<file path="src/rtl/burst_len_pkg.sv">
// burst_len_pkg: shared state enum, default widths and length-record type
package burst_len_pkg;
  localparam int CW_DEF = 8;
  localparam int DEPTH_DEF = 4;
  typedef enum logic {IDLE, COUNT} state_e;
  typedef struct packed {
    logic              sat;
    logic [CW_DEF-1:0] count;
  } rec_t;
endpackage

</file>
<file path="src/rtl/burst_len_fifo.sv">
// burst_len_fifo: sync FIFO (clk, rst_n, clr, push/din, pop/dout, full, empty, level); unreset storage
module burst_len_fifo #(
  parameter int W = 9,
  parameter int DEPTH = 4
) (
  input  logic                     clk,
  input  logic                     rst_n,
  input  logic                     clr,
  input  logic                     push,
  input  logic                     pop,
  input  logic [W-1:0]             din,
  output logic [W-1:0]             dout,
  output logic                     full,
  output logic                     empty,
  output logic [$clog2(DEPTH):0]   level
);
  localparam int AW = $clog2(DEPTH);
  logic [W-1:0] mem_q [DEPTH];
  logic [AW:0]  wp_q, wp_d, rp_q, rp_d;
  always_comb begin
    wp_d = clr ? '0 : wp_q + (AW+1)'(push);
    rp_d = clr ? '0 : rp_q + (AW+1)'(pop);
  end
  always_ff @(posedge clk or negedge rst_n)
    if (!rst_n) begin
      wp_q <= '0;
      rp_q <= '0;
    end else begin
      wp_q <= wp_d;
      rp_q <= rp_d;
    end
  always_ff @(posedge clk)
    if (push && !clr) mem_q[wp_q[AW-1:0]] <= din;
  assign dout  = mem_q[rp_q[AW-1:0]];
  assign empty = wp_q == rp_q;
  assign full  = (wp_q[AW] != rp_q[AW]) && (wp_q[AW-1:0] == rp_q[AW-1:0]);
  assign level = wp_q - rp_q;
endmodule

</file>
<file path="src/rtl/burst_len_capture.sv">
// burst_len_capture: counts s strobes, pushes {sat,count} on g into a valid/ready FIFO; sticky ovf/proto_err
module burst_len_capture
  import burst_len_pkg::*;
#(
  parameter int CW = CW_DEF,
  parameter int DEPTH = DEPTH_DEF
) (
  input  logic                   clk,
  input  logic                   rst_n,
  input  logic                   s,
  input  logic                   g,
  input  logic                   clr,
  output logic                   len_valid,
  input  logic                   len_ready,
  output logic [CW:0]            len_data,
  output logic [$clog2(DEPTH):0] len_level,
  output logic                   ovf,
  output logic                   proto_err
);
  state_e      state_q, state_d;
  logic [CW-1:0] cnt_q, cnt_d;
  logic        sat_q, sat_d, ovf_q, ovf_d, perr_q, perr_d;
  logic        push_req, pop, wr, full, empty;
  logic [CW:0] rec, dout;
  assign pop = len_ready && !empty;
  assign wr  = push_req && (!full || pop);
  assign rec = state_q == COUNT ? {sat_q, cnt_q} : '0;
  always_comb begin
    state_d  = state_q;
    cnt_d    = cnt_q;
    sat_d    = sat_q;
    ovf_d    = ovf_q;
    perr_d   = perr_q;
    push_req = 1'b0;
    if (clr) begin
      state_d = IDLE;
      cnt_d   = '0;
      sat_d   = 1'b0;
      ovf_d   = 1'b0;
      perr_d  = 1'b0;
    end else if (g) begin
      push_req = 1'b1;
      state_d  = IDLE;
      cnt_d    = '0;
      sat_d    = 1'b0;
      perr_d   = perr_q || s;
      ovf_d    = ovf_q || (full && !pop);
    end else if (s) begin
      state_d = COUNT;
      sat_d   = sat_q || (cnt_q == '1);
      cnt_d   = cnt_q == '1 ? cnt_q : cnt_q + 1'b1;
    end
  end
  always_ff @(posedge clk or negedge rst_n)
    if (!rst_n) begin
      state_q <= IDLE;
      cnt_q   <= '0;
      sat_q   <= 1'b0;
      ovf_q   <= 1'b0;
      perr_q  <= 1'b0;
    end else begin
      state_q <= state_d;
      cnt_q   <= cnt_d;
      sat_q   <= sat_d;
      ovf_q   <= ovf_d;
      perr_q  <= perr_d;
    end
  burst_len_fifo #(.W(CW+1), .DEPTH(DEPTH)) u_fifo (
    .clk  (clk),
    .rst_n(rst_n),
    .clr  (clr),
    .push (wr),
    .pop  (pop),
    .din  (rec),
    .dout (dout),
    .full (full),
    .empty(empty),
    .level(len_level)
  );
  assign len_valid = !empty;
  assign len_data  = empty ? '0 : dout;
  assign ovf       = ovf_q;
  assign proto_err = perr_q;
endmodule
</file>
<file path="config.mk">
export PLATFORM = sky130hd
export DESIGN_NAME = burst_len_capture
export DESIGN_NICKNAME = d
export VERILOG_FILES = /design/src/rtl/burst_len_pkg.sv /design/src/rtl/burst_len_fifo.sv /design/src/rtl/burst_len_capture.sv
export SDC_FILE = /design/constraint.sdc
export NUM_CORES = 1
export LEC_CHECK = 0
export ABC_AREA = 0
export CAP_MARGIN = 10
export CELL_PAD_IN_SITES_DETAIL_PLACEMENT = 2
export CELL_PAD_IN_SITES_GLOBAL_PLACEMENT = 2
export CORE_UTILIZATION = 44
export DETAILED_ROUTE_END_ITERATION = 10
export HOLD_SLACK_MARGIN = 0.15
export PLACE_DENSITY_LB_ADDON = 0.1
export SYNTH_ARGS = -nofsm -noshare
export SYNTH_HDL_FRONTEND = slang
export SYNTH_SLANG_ARGS = --single-unit
</file>
<file path="constraint.sdc">
create_clock -name clk -period 3.95 [get_ports clk]
set_clock_uncertainty 0.2 [all_clocks]
set_input_delay 0.79 -clock clk [delete_from_list [all_inputs] [get_ports clk]]
set_output_delay 0.79 -clock clk [all_outputs]
set_load 0.02 [all_outputs]
</file>
# == Word-level counts from Yosys, hierarchy flattened ==
# Memories as Yosys holds them, arrays and structs flattened.
# Index checks and enable logic that the tools add are counted.
# Widths: inputs -> output; s select.
# totals
memories,1
ff_bits,18
ramBits,36
out_inout_bits,15
input_bits,6
# mem_list
name,words,word_bits,rd,rd_clocked_by_memory_dff,write_ports,line_no,source
u_fifo.mem_q,4,9,1,0,1,burst_len_fifo.sv:18,logic [W-1:0] mem_q [DEPTH];
# op_classes
n_reduce_logical,16
n_eq_ne,5
muxes,22
addsub,4
# ops
op,n
$mux 8,4
$mux 9,2
$mux 1,14
$add 8x1->8 const B,1
$eq 8x8->1 const B,1
$add 3x1->3,2
$mux 3,2
$logic_and 1x1->1,5
$logic_not 1->1,4
$logic_or 1x1->1,4
$eq 3x3->1,1
$ne 3x3->1 const B,1
$reduce_bool 3->1,1
$sub 3x3->3,1
$eq 2x2->1,1
$reduce_and 2->1,1
$reduce_bool 2->1,1
$ne 1x1->1,1

# == Logic depth before layout (Yosys ltp) ==
# logic_depth
depth_word,8
depth_mapped,10
depth_no_buf,9

# == Modules after synthesis ==
# Synthesis repeated with hierarchy kept, for this count alone.
# unflattened
hier_cells,165
hier_area_um2,2453.6
# by_module_without_submodules
mod,instances,cells_each,area_each_um2
burst_len_fifo,1,82,1682.9
burst_len_capture,1,83,770.7

# == Worst setup path before layout ==
# OpenSTA, ideal clock, no wires.
# synth_timing
path_kind,reg-to-output
from,register u_fifo.rp_q[1]
to,output port len_data[0]
n_path_buf,2
arrival_ns,1.735
setup_slack_ns,1.225
path_stages_with_launch,7
cell_sequence,dfrtp_1 > clkbuf_1 > inv_1 > ha_1 > and3_1 > buf_2 > nor2b_1
# synth_between
elab_chain_cells,2
elab_cells_between_ends,3
cone_classes,1 x eq/ne; 1 x mux; 1 x memory
# synth_rtl
element,line_no,source
"start, declared",burst_len_fifo.sv:19,"logic [AW:0] wp_q, wp_d, rp_q, rp_d;"
"start signal, assigned",burst_len_fifo.sv:30,rp_q <= rp_d;
$mem_v2 4x9 or $eq 3x3->1 (tied branches),-,
$mux 9 (*),burst_len_capture.sv:81,assign len_data = empty ? '0 : dout;
"end, declared",burst_len_capture.sv:15,"output logic [CW:0] len_data,"
# Mark *: on every way between the ends. The rest lies on a longest branch, timed or not.

# == Final worst setup path ==
# layout_timing
from,register u_fifo.rp_q[1]
to,output port len_data[6]
# The elaborated chain is that of the path after synthesis.

==> flow_summary.rst <==
.. list-table::
   :header-rows: 1

   * - Metric
     - Value
   * - CP endpoint kind
     - output port
   * - Final Critical Period
     - ~3.6 ns
   * - CTS Buffer Depth
     - 2
   * - Postcts setup bufs
     - 0
   * - Antenna violations before repair
     - 0
   * - Via count of the first global-routing pass
     - 1703
   * - Die X-Extent
     - 76.0 um
   * - Largest fanout on the critical path
     - 12
   * - Max transition margin
     - a little over two fifths
   * - Most instantiated flip-flop cell in the synthesis netlist
     - sky130_fd_sc_hd__edfxtp_1
   * - Most frequent standard cell in the layout excluding fill and tap cells
     - sky130_fd_sc_hd__edfxtp_1
   * - GRT Resource Usage Total
     - a little over a fifth
   * - IR drop worst, VDD
     - roughly 0.17 mV
   * - Height of the die
     - around 76 um
   * - CTS buffer count
     - 5
   * - Yosys reg bits
     - 54
   * - Yosys Warn Count
     - 0
   * - Avg Vias per Cell
     - ~5.5
   * - Power density relative to cell area
     - 435 mW/mm^2
   * - Endpoints failing hold
     - 0
   * - Number of setup violations in the final report
     - 0
   * - Share of cells above drive strength 1
     - 10.4%
   * - Post-CTS Resized
     - 0
   * - Number of H-tree branching levels
     - 2
   * - Final worst-path cycle share
     - about nine tenths
   * - Cell-by-cell listing of the critical path
     - inv_1 -> ha_1 -> and3_1 -> nor2b_1 -> clkdlybuf4s50_1
   * - Number of antenna-violating nets in the routed design
     - 0
   * - Global placement routability congestion
     - between 0.7 and 0.8
   * - GR met3 Demand/Resource
     - ~3.7%
   * - First element of the critical path
     - u_fifo.rp_q[1]$_DFF_PN0_
   * - Number of inserted diodes
     - 0
   * - Top library cells by usage in the layout, fill and taps aside
     - sky130_fd_sc_hd__edfxtp_1, sky130_fd_sc_hd__clkdlybuf4s50_1, sky130_fd_sc_hd__dfrtp_1
   * - Summed negative setup slack over all endpoints
     - 0 ns
   * - Share of the yosys chip area belonging to registers
     - between 60% and 70%
   * - Async set or reset register ratio after synthesis
     - 33.3%
   * - Number of instances in the synthesized netlist
     - 168
   * - Mean area per synthesized cell
     - about 14 um^2
   * - Fillcell total
     - ~500
   * - Max capacitance violation total
     - 0
   * - CP max-delay cell
     - sky130_fd_sc_hd__dfrtp_1
   * - Unrepaired setup endpoints after global routing
     - no
   * - Status
     - complete, no violations
   * - Class of the worst hold path
     - reg2reg
   * - Layout overhead on the synthesized area
     - 16.4%
   * - Number of different library cells in the post-synthesis netlist
     - 37
   * - Detailed-route DRC error count
     - 0
   * - GR Layer Usage met1
     - 27.4%
   * - Root cell of the clock tree
     - sky130_fd_sc_hd__clkbuf_8
   * - Nets
     - between 200 and 250
   * - Core ar.
     - about 0.0052 mm^2
   * - Worst-Skew Late Latency
     - 0.30 ns
   * - Post-synthesis instance area
     - between 0.002 and 0.0025 mm^2
   * - Worst-Margin Slew
     - around 0.86 ns
   * - Non-Filler Cell Area, Final
     - ~0.0028 mm^2
   * - Worst path required time
     - between 2 and 3 ns
   * - Start-to-end type of the worst setup path
     - reg2out
   * - Source of the worst hold timing path
     - proto_err$_DFFE_PN0N_
   * - Vias after detailed routing
     - about 1500
   * - Total leakage power
     - ~1.1 nW
   * - Largest incremental delay on the critical path
     - between 0.7 and 0.8 ns
   * - Worst hold path stage count
     - 2
   * - Detailed Place HPWL
     - around 4000 um
   * - Final routed wire length divided by cell count
     - approximately 21 um
   * - Pin count of the biggest net entering global routing
     - 19
   * - First-pass GRT wire length
     - between 9000 and 10000 um
   * - TritonCTS sink count
     - between 50 and 60
   * - EDFF count, synth
     - 36
   * - I/O pin cnt
     - 21
   * - Die area
     - around 0.0058 mm^2
   * - Data arrival time of the critical path
     - 2.60 ns
   * - Cells on worst reg2reg path
     - 8
   * - Met2 Use GR
     - 38.1%
   * - Floorplan row count
     - 26
   * - Reg-to-reg critical path endpoint
     - u_fifo.wp_q[1]$_DFF_PN0_
   * - Number of hold buffers added after cts
     - 0
   * - Total of buffers placed on input and output ports
     - 20
   * - Maximum frequency from static timing analysis
     - around 0.28 GHz
   * - Hold-critical path endpoint
     - proto_err$_DFFE_PN0N_
   * - Number of detailed-route iterations in the first pass
     - 4
   * - Cell area after placement
     - ~0.0027 mm^2
   * - Max-slew violation count
     - 0
   * - Initial core utilization
     - between 40% and 50%
   * - GRT busiest layer
     - met2
   * - Gr ovfl total
     - 0
   * - Register clock-pin slew on the reported worst setup and hold paths
     - about 0.090 ns
   * - Net Count, Synth
     - 182
   * - Drt first-iter violations
     - 87
   * - Total routed wirelength
     - ~5600 um
   * - Startpoint type of the worst setup path
     - flip-flop
   * - Clock tree from TritonCTS
     - yes
   * - Register-to-register path setup slack
     - between 1 and 1.5 ns
   * - Worst R2R Start
     - u_fifo.rp_q[1]$_DFF_PN0_
cell usage after synthesis, types with 2 or more instances:
cell	n	area (um^2)
sky130_fd_sc_hd__ha_1	7	87.6
sky130_fd_sc_hd__clkbuf_1	3	11.3
sky130_fd_sc_hd__nor3_1	5	25.0
sky130_fd_sc_hd__nand4_1	3	18.8
sky130_fd_sc_hd__mux4_2	9	203
sky130_fd_sc_hd__nor2b_1	14	87.6
sky130_fd_sc_hd__mux2i_1	2	20.0
sky130_fd_sc_hd__dfrtp_1	18	450
sky130_fd_sc_hd__and3_1	2	12.5
sky130_fd_sc_hd__xnor2_1	4	35.0
sky130_fd_sc_hd__nand3_1	2	10.0
sky130_fd_sc_hd__and2_1	9	56.3
sky130_fd_sc_hd__edfxtp_1	36	1080
sky130_fd_sc_hd__inv_1	8	30.0
sky130_fd_sc_hd__nor2_1	8	30.0
sky130_fd_sc_hd__a2111o_1	2	22.5
sky130_fd_sc_hd__buf_2	4	20.0
sky130_fd_sc_hd__nand2_1	8	30.0
sky130_fd_sc_hd__a21oi_1	5	25.0
sky130_fd_sc_hd__o21ai_1	2	10.0
critical path, delay by kind of cell, from the launching register on:
family	cells	cell delay, ns
adder cells (fa/ha/maj)	1	0.33
buffers and inverters	2	0.75
flip-flops	1	0.71
AND/OR/NAND/NOR	2	0.51
logic make-up after synthesis:
group / share of synthesized area (%)
flip-flops: 63.6
multiplexers: 9.25
adder cells (fa/ha/maj): 4.47
buffers and inverters: 2.75
AND/OR/NAND/NOR: 13.2
XOR/XNOR: 1.45
AO/OA/AOI/OAI: 5.30
where the power goes:
group          leakage, nW  internal, mW  switching [mW]
sequential           0.622         0.611         0.00989
clock               0.0524         0.190           0.170
combinational        0.421         0.113           0.126
per-stage QoR:
stage	utilization (%)	worst slack [ns]	power (mW)	hold slack (ns)	instances
floorplan	-	1.23	0.769	0.255	168
global placement	51.8	0.775	0.859	0.276	255
detailed placement	51.8	0.633	0.878	0.301	255
CTS	53.9	0.288	1.24	0.326	263
global route	53.9	0.161	1.27	0.356	263
finish	53.9	0.360	1.22	0.325	263
worst max path at each step:
stage / to / slack, ns / cells after the start
5_1_grt: len_data[1] / 0.16 / 5
4_1_cts: len_data[6] / 0.29 / 5
2_1_floorplan: len_data[0] / 1.23 / 6
6_report: len_data[6] / 0.36 / 5
3_3_place_gp: len_data[5] / 0.77 / 5
3_5_place_dp: len_data[6] / 0.63 / 5
flip-flops by register name, summed over array words and instances (netlist names):
| register | flops |
|---|---|
| cnt_q | 8 |
| proto_err | 1 |
| ovf | 1 |
| u_fifo.rp_q | 3 |
| u_fifo.wp_q | 3 |
| sat_q | 1 |
| u_fifo.mem_q | 36 |
| state_q | 1 |
cell type report:
class	count	area, um^2	area share (%)
flip-flops and latches	54	1530	54.6
well taps	70	87.6	3.12
repair buffers	25	238	8.48
inverters	8	30.0	1.07
multi-input cells	98	811	28.9
clock buffers	7	76.3	2.72
clock inverters	1	30.0	1.07
per-layer routing:
layer | vias up | part of all wire, %
met5 | - | 0
met3 | 9 | 2.5
met2 | 22 | 53
met4 | 0 | 1.2
li1 | 670 | -
met1 | 752 | 43
Note: power is estimated with default switching activity, not from simulation.
